<file path="src/rtl/hack_pkg.sv">
// Shared definitions for the Hack datapath blocks: default word width and
// the state encoding used by the bit-serial adder.
package hack_pkg;

  localparam int WORD_WIDTH_DEFAULT = 16;

  typedef enum logic [1:0] {
    IDLE = 2'd0,
    RUN  = 2'd1,
    DONE = 2'd2
  } serial_state_t;

endpackage

</file>
<file path="src/rtl/fulladder.sv">
// Single-bit full adder cell: sum and carry of three input bits.
module fulladder (
  input  logic a,
  input  logic b,
  input  logic c,
  output logic sum,
  output logic carry
);

  assign sum   = a ^ b ^ c;
  assign carry = (a & b) | (c & (a ^ b));

endmodule

</file>
<file path="src/rtl/serial_adder16.sv">
// Bit-serial two's-complement adder: one full-adder cell plus a carry flop,
// adding LSB-first over WORD_WIDTH clocks.
module serial_adder16
  import hack_pkg::*;
#(
  parameter int WORD_WIDTH = WORD_WIDTH_DEFAULT
) (
  input  logic                  clk,
  input  logic                  rst_n,
  input  logic                  start,
  input  logic [WORD_WIDTH-1:0] a,
  input  logic [WORD_WIDTH-1:0] b,
  input  logic                  cin,
  output logic                  busy,
  output logic                  done,
  output logic [WORD_WIDTH-1:0] sum,
  output logic                  cout,
  output logic                  overflow
);

  // Handshake: start is accepted only when the block is idle (!busy && !done);
  // a, b and cin are captured on that edge. busy then stays high for exactly
  // WORD_WIDTH cycles, followed by a single-cycle done pulse. start while busy
  // or done is ignored. sum/cout/overflow hold until the next done.

  localparam int CW = $clog2(WORD_WIDTH);
  localparam logic [CW-1:0] LAST_BIT   = CW'(WORD_WIDTH - 1);
  localparam logic [CW-1:0] PENULT_BIT = CW'(WORD_WIDTH - 2);

  serial_state_t state;
  serial_state_t state_next;

  logic [WORD_WIDTH-1:0] a_sr;
  logic [WORD_WIDTH-1:0] b_sr;
  logic [WORD_WIDTH-2:0] sum_sr;
  logic                  carry;
  logic                  c_msb_in;
  logic [CW-1:0]         count;

  logic                  fa_sum;
  logic                  fa_carry;
  logic [WORD_WIDTH-1:0] sum_shift;

  fulladder u_fa (
    .a     (a_sr[0]),
    .b     (b_sr[0]),
    .c     (carry),
    .sum   (fa_sum),
    .carry (fa_carry)
  );

  // Partial sum with the current bit entering at the MSB; on the last RUN
  // cycle this is the complete result.
  assign sum_shift = {fa_sum, sum_sr};

  always_ff @(posedge clk) begin
    if (!rst_n) begin
      state <= IDLE;
    end else begin
      state <= state_next;
    end
  end

  always_comb begin
    state_next = state;
    case (state)
      IDLE:    if (start) state_next = RUN;
      RUN:     if (count == LAST_BIT) state_next = DONE;
      DONE:    state_next = IDLE;
      default: state_next = IDLE;
    endcase
  end

  always_comb begin
    busy = 1'b0;
    done = 1'b0;
    case (state)
      RUN:     busy = 1'b1;
      DONE:    done = 1'b1;
      default: ;
    endcase
  end

  always_ff @(posedge clk) begin
    if (!rst_n) begin
      a_sr     <= '0;
      b_sr     <= '0;
      sum_sr   <= '0;
      carry    <= 1'b0;
      c_msb_in <= 1'b0;
      count    <= '0;
      sum      <= '0;
      cout     <= 1'b0;
      overflow <= 1'b0;
    end else begin
      case (state)
        IDLE: begin
          if (start) begin
            a_sr     <= a;
            b_sr     <= b;
            carry    <= cin;
            count    <= '0;
            sum_sr   <= '0;
            c_msb_in <= 1'b0;
          end
        end
        RUN: begin
          a_sr   <= a_sr >> 1;
          b_sr   <= b_sr >> 1;
          sum_sr <= sum_shift[WORD_WIDTH-1:1];
          carry  <= fa_carry;
          // Carry out of bit WORD_WIDTH-2 is the carry into the MSB.
          if (count == PENULT_BIT) begin
            c_msb_in <= fa_carry;
          end
          if (count == LAST_BIT) begin
            sum      <= sum_shift;
            cout     <= fa_carry;
            overflow <= c_msb_in ^ fa_carry;
          end else begin
            count <= count + CW'(1);
          end
        end
        default: ;
      endcase
    end
  end

endmodule
</file>
<file path="config.mk">
export PLATFORM = sky130hd
export DESIGN_NAME = serial_adder16
export DESIGN_NICKNAME = d
export VERILOG_FILES = /design/src/rtl/hack_pkg.sv /design/src/rtl/fulladder.sv /design/src/rtl/serial_adder16.sv
export SDC_FILE = /design/constraint.sdc
export NUM_CORES = 1
export LEC_CHECK = 0
export ABC_CLOCK_PERIOD_IN_PS = 1300
export BUFFER_PORTS_ARGS = -buffer_cell sky130_fd_sc_hd__buf_4
export CAP_MARGIN = 15
export CORE_MARGIN = 5
export CORE_UTILIZATION = 40
export CTS_CLUSTER_SIZE = 24
export DETAILED_ROUTE_END_ITERATION = 12
export PLACE_DENSITY = 0.71
export SYNTH_ARGS = -nofsm -noshare
export SYNTH_HDL_FRONTEND = slang
export SYNTH_HIERARCHICAL = 1
export SYNTH_SLANG_ARGS = --single-unit
</file>
<file path="constraint.sdc">
create_clock -name clk -period 1.3 [get_ports clk]
set_input_delay 0.195 -clock clk [delete_from_list [all_inputs] [get_ports clk]]
set_output_delay 0.195 -clock clk [all_outputs]
set_load 0.01 [all_outputs]
</file>
==> key figures <==
Floorplan
  • DIE HEIGHT: 94.9 um
  • Die Span X: 94.9 um
  • Rows: 31
  • Core area: a little over 7000 um^2
  • Die area: 9000 um^2
  • Initial core utilization: 0.404
  • # IOs: 56

Power and ir drop
  • Net Sw Frac: 0.251
  • Sequential Power Share: 0.504
  • Net Switching: 0.00119 W
  • Pwr Density: 1130 nW/um^2
  • Logic pwr share: 0.129
  • Clock group share of total power: 0.367
  • VDD IR max: 0.795 mV
  • Internal power: roughly 0.0036 W
  • Leakage: 1.63 nW

Detailed routing
  • Routed Antenna Nets: 0
  • DRC errors left: 0
  • Drt first-iter violations: 129
  • DRT Pass-1 Iters: 4
  • Drt via density: 5.44
  • Total Wirelength: just over 8000 um
  • Average wire per cell in the routed design: 15.7 um
  • Via count: 2808

STA
  • Measured slew at the worst slew-check pin: approximately 0.35 ns
  • Final min period: 1.40 ns
  • Hold WS: 0.0824 ns
  • Worst slew margin: 0.768
  • Final hold viol count: 0
  • Max-slew violations: 0
  • Setup Skew: 0.00844 ns
  • Max Freq: around 0.71 GHz
  • Final period utilization: 1.08
  • RSZ-0062 raised after global routing: true
  • Setup violations, final: 24
  • TNS Setup: -0.863 ns
  • Final WS setup: -0.102 ns

GRT
  • GR Util All Layers: 0.167
  • First-pass GRT wire length: between 10000 and 15000 um
  • GR Util met2: 0.264
  • Largest net degree at the start of global routing: 34
  • Met3 Usage GRT: 0.0494
  • M1 GR Usage: 0.212
  • Initial antenna violation count: 0
  • Gr busiest metal: met2
  • Vias in the first global route: 2488
  • GRT overflow: 0

Synthesis
  • Synthesis warning total: 6
  • Synthesized area per cell: 8.50 um^2
  • Mapped Area: ~2900 um^2
  • Gate count of the mapped netlist: around 340
  • Fraction of synthesized area in multiplexers: 0
  • Unique masters post-synth: 33
  • Syn_nets: 378
  • FF+latch count, synth: 73
  • Post-synthesis simple-gate area fraction: 0.117
  • Post-Synth XOR/XNOR Area: 0.00304
  • Main combinational cell family by area after synthesis: compound AO/OA/AOI/OAI gates
  • Synth Area in Adders: 0.0156
  • Synth Area in Compound Gates: 0.300
  • Register area share after synthesis: 0.507

Setup path
  • Crit-path most repeated cell: buf_6
  • Buf+Inv Stages, Crit Path: 4
  • WP depth: 5
  • Delay of the slowest critical-path stage: between 0.3 and 0.4 ns
  • Worst Path Max Fanout: 4
  • CP Data Arrival Time: around 1.2 ns
  • Worst path top cell family by delay: buffers and inverters
  • CP endpoint kind: output pin
  • Crit Path Class: reg2out
  • Startpoint type of the worst setup path: register
  • Slowest CP cell: dfxtp_2
  • Worst reg2reg path depth: 5
  • Worst EP required: ~1.1 ns
  • CP cell instances: buf_6 -> nand2b_4 -> inv_4 -> buf_12 -> buf_6

Clocking
  • Clock Sinks: 73
  • H-tree Lvls: 3
  • CTS max path bufs: 2
  • Clk Latency, worst-skew pair: approximately 0.35 ns
  • Post-CTS Hold Fix Bufs: 0
  • Clock Pin Slew Worst Setup and Hold Paths: 0.07 ns
  • TritonCTS clock tree: built
  • TritonCTS buffer count: 9
  • Clock Tree Root: clkbuf_8

Cells and area
  • FILL cells: 623
  • Area growth syn-to-layout: 46.7%
  • Finished Layout Cells: 516
  • Final Util: 0.592
  • ANT cells: 0
  • Nets: 452
  • Layout cell share with drive strength beyond 1: 0.396

Worst hold path
  • Hold crit path type: in2reg
  • WHS Path Cells: 3

Placed design
  • Routability congestion estimate: 0.824
  • Dpl cells: 484
  • HPWL Detailed: about 4600 um
  • Port Buffer Count: 55
  • Post-place setup slack: -0.271 ns

Status
  • Failing checks: negative setup slack
  • Status: complete, but fails checks

Flow run
  • Max-cap violations: 0
==> per-layer routing <==
metal | up-vias | routed length, um | part of all wire
met2 | 86 | 4020 | 0.49
met5 | - | 0 | 0
met4 | 0 | 153 | 0.019
met1 | 1341 | 3500 | 0.43
li1 | 1365 | - | -
met3 | 16 | 452 | 0.056
==> registers in the layout, summed over array words and instances, names as in the netlist <==
name,cells
overflow,1
state,2
carry,1
a_sr,16
cout,1
b_sr,16
sum,16
sum_sr,15
c_msb_in,1
count,4
==> through the flow <==
step / total power [W] / instance area (um^2)
floorplan: 0.00270 / 2900
global placement: 0.00289 / 3480
detailed placement: 0.00289 / 3480
CTS: 0.00468 / 3830
global route: 0.00494 / 4220
finish: 0.00475 / 4220
==> worst register-to-register path, delay by kind of cell (launching register included) <==
family | cells | cell delay, ns
and+or+nand+nor | 3 | 0.72
DFF | 1 | 0.32
buffers and inverters | 2 | 0.28
==> power groups by stage <==
stage	Clock, W	Combinational, W	Sequential [W]
finish	0.00175	0.000611	0.00240
floorplan	0	0.000281	0.00242
CTS	0.00179	0.000506	0.00238
detailed placement	0	0.000459	0.00243
global placement	0	0.000454	0.00243
global route	0.00187	0.000662	0.00241
==> cells in the final DEF (no fill, tap or decap), drive strengths merged <==
cell,n
a21oi,80
a22o,15
a22oi,2
a311oi,1
a31oi,2
and4,1
buf,89
bufbuf,1
bufinv,1
clkbuf,14
clkinv,1
clkinvlp,2
dfxtp,73
fa,1
ha,2
inv,5
nand2,32
nand2b,2
nand3,20
nand4,4
nor2,5
nor3,3
nor3b,1
o2111a,1
o211ai,1
o21ai,50
o21ba,1
o21bai,2
o22ai,1
or3b,1
or4,2
xnor2,1
==> worst paths after layout <==
kind	from	slack, ns	end
max	state[1]	-0.10	busy
min	a[15]	0.08	a_sr[15]
max reg2reg	state[1]	-0.08	count[3]
min reg2reg	sum[5]	0.48	sum[5]
==> Yosys cell counts <==
cell	number	area, um^2
xnor2_1	1	8.76
buf_4	1	7.51
fa_1	1	20.0
nor2_2	1	6.26
o21bai_2	1	11.3
o22ai_1	1	6.26
dfxtp_1	73	1460
a21oi_1	80	400
buf_6	2	22.5
o21ba_2	1	10.0
nand2_1	32	120
inv_1	3	11.3
a311oi_1	1	8.76
nand4_1	4	25.0
or3b_2	1	8.76
a31oi_1	2	12.5
inv_2	2	7.51
nor3b_1	1	7.51
nand3_1	20	100
clkbuf_1	18	67.6
ha_1	2	25.0
or4_1	2	15.0
nand2b_1	2	12.5
and4_4	1	11.3
o2111a_1	1	11.3
o211ai_1	1	7.51
nor2_1	4	15.0
o21ai_0	50	250
buf_1	2	7.51
buf_2	8	40.0
nor3_1	3	15.0
a22o_1	15	131
a22oi_1	2	15.0
==> logic make-up (layout without fill, tap and decap cells) <==
| family | count (synthesis) | after routing |
|---|---|---|
| adder cells (fa/ha/maj) | 3 | 3 |
| buffers and inverters | 36 | 113 |
| XOR/XNOR | 1 | 1 |
| AND/OR/NAND/NOR | 71 | 71 |
| AO/OA/AOI/OAI | 155 | 156 |
| flip-flops | 73 | 73 |
==> what timing repair did <==
item | in CTS | in global routing
pin swaps | 6 | 17
cloned | 1 | 7
buffers inserted | 6 | 3
resized for setup | 23 | 68
setup endpoints to repair | 53 | 67
hold endpoints to repair | 0 | 0
==> area by class of cell <==
cell class | count | area [um^2] | share of cell area
Clock inverter | 4 | 53.8 | 0.0127
Clock buffer | 11 | 141 | 0.0335
Timing Repair Buffer | 93 | 866 | 0.205
Multi-Input combinational cell | 231 | 1540 | 0.365
Sequential cell | 73 | 1470 | 0.348
Tap cell | 99 | 124 | 0.0293
Inverter | 5 | 26.3 | 0.00622
Note: power is estimated with default switching activity, not from simulation.
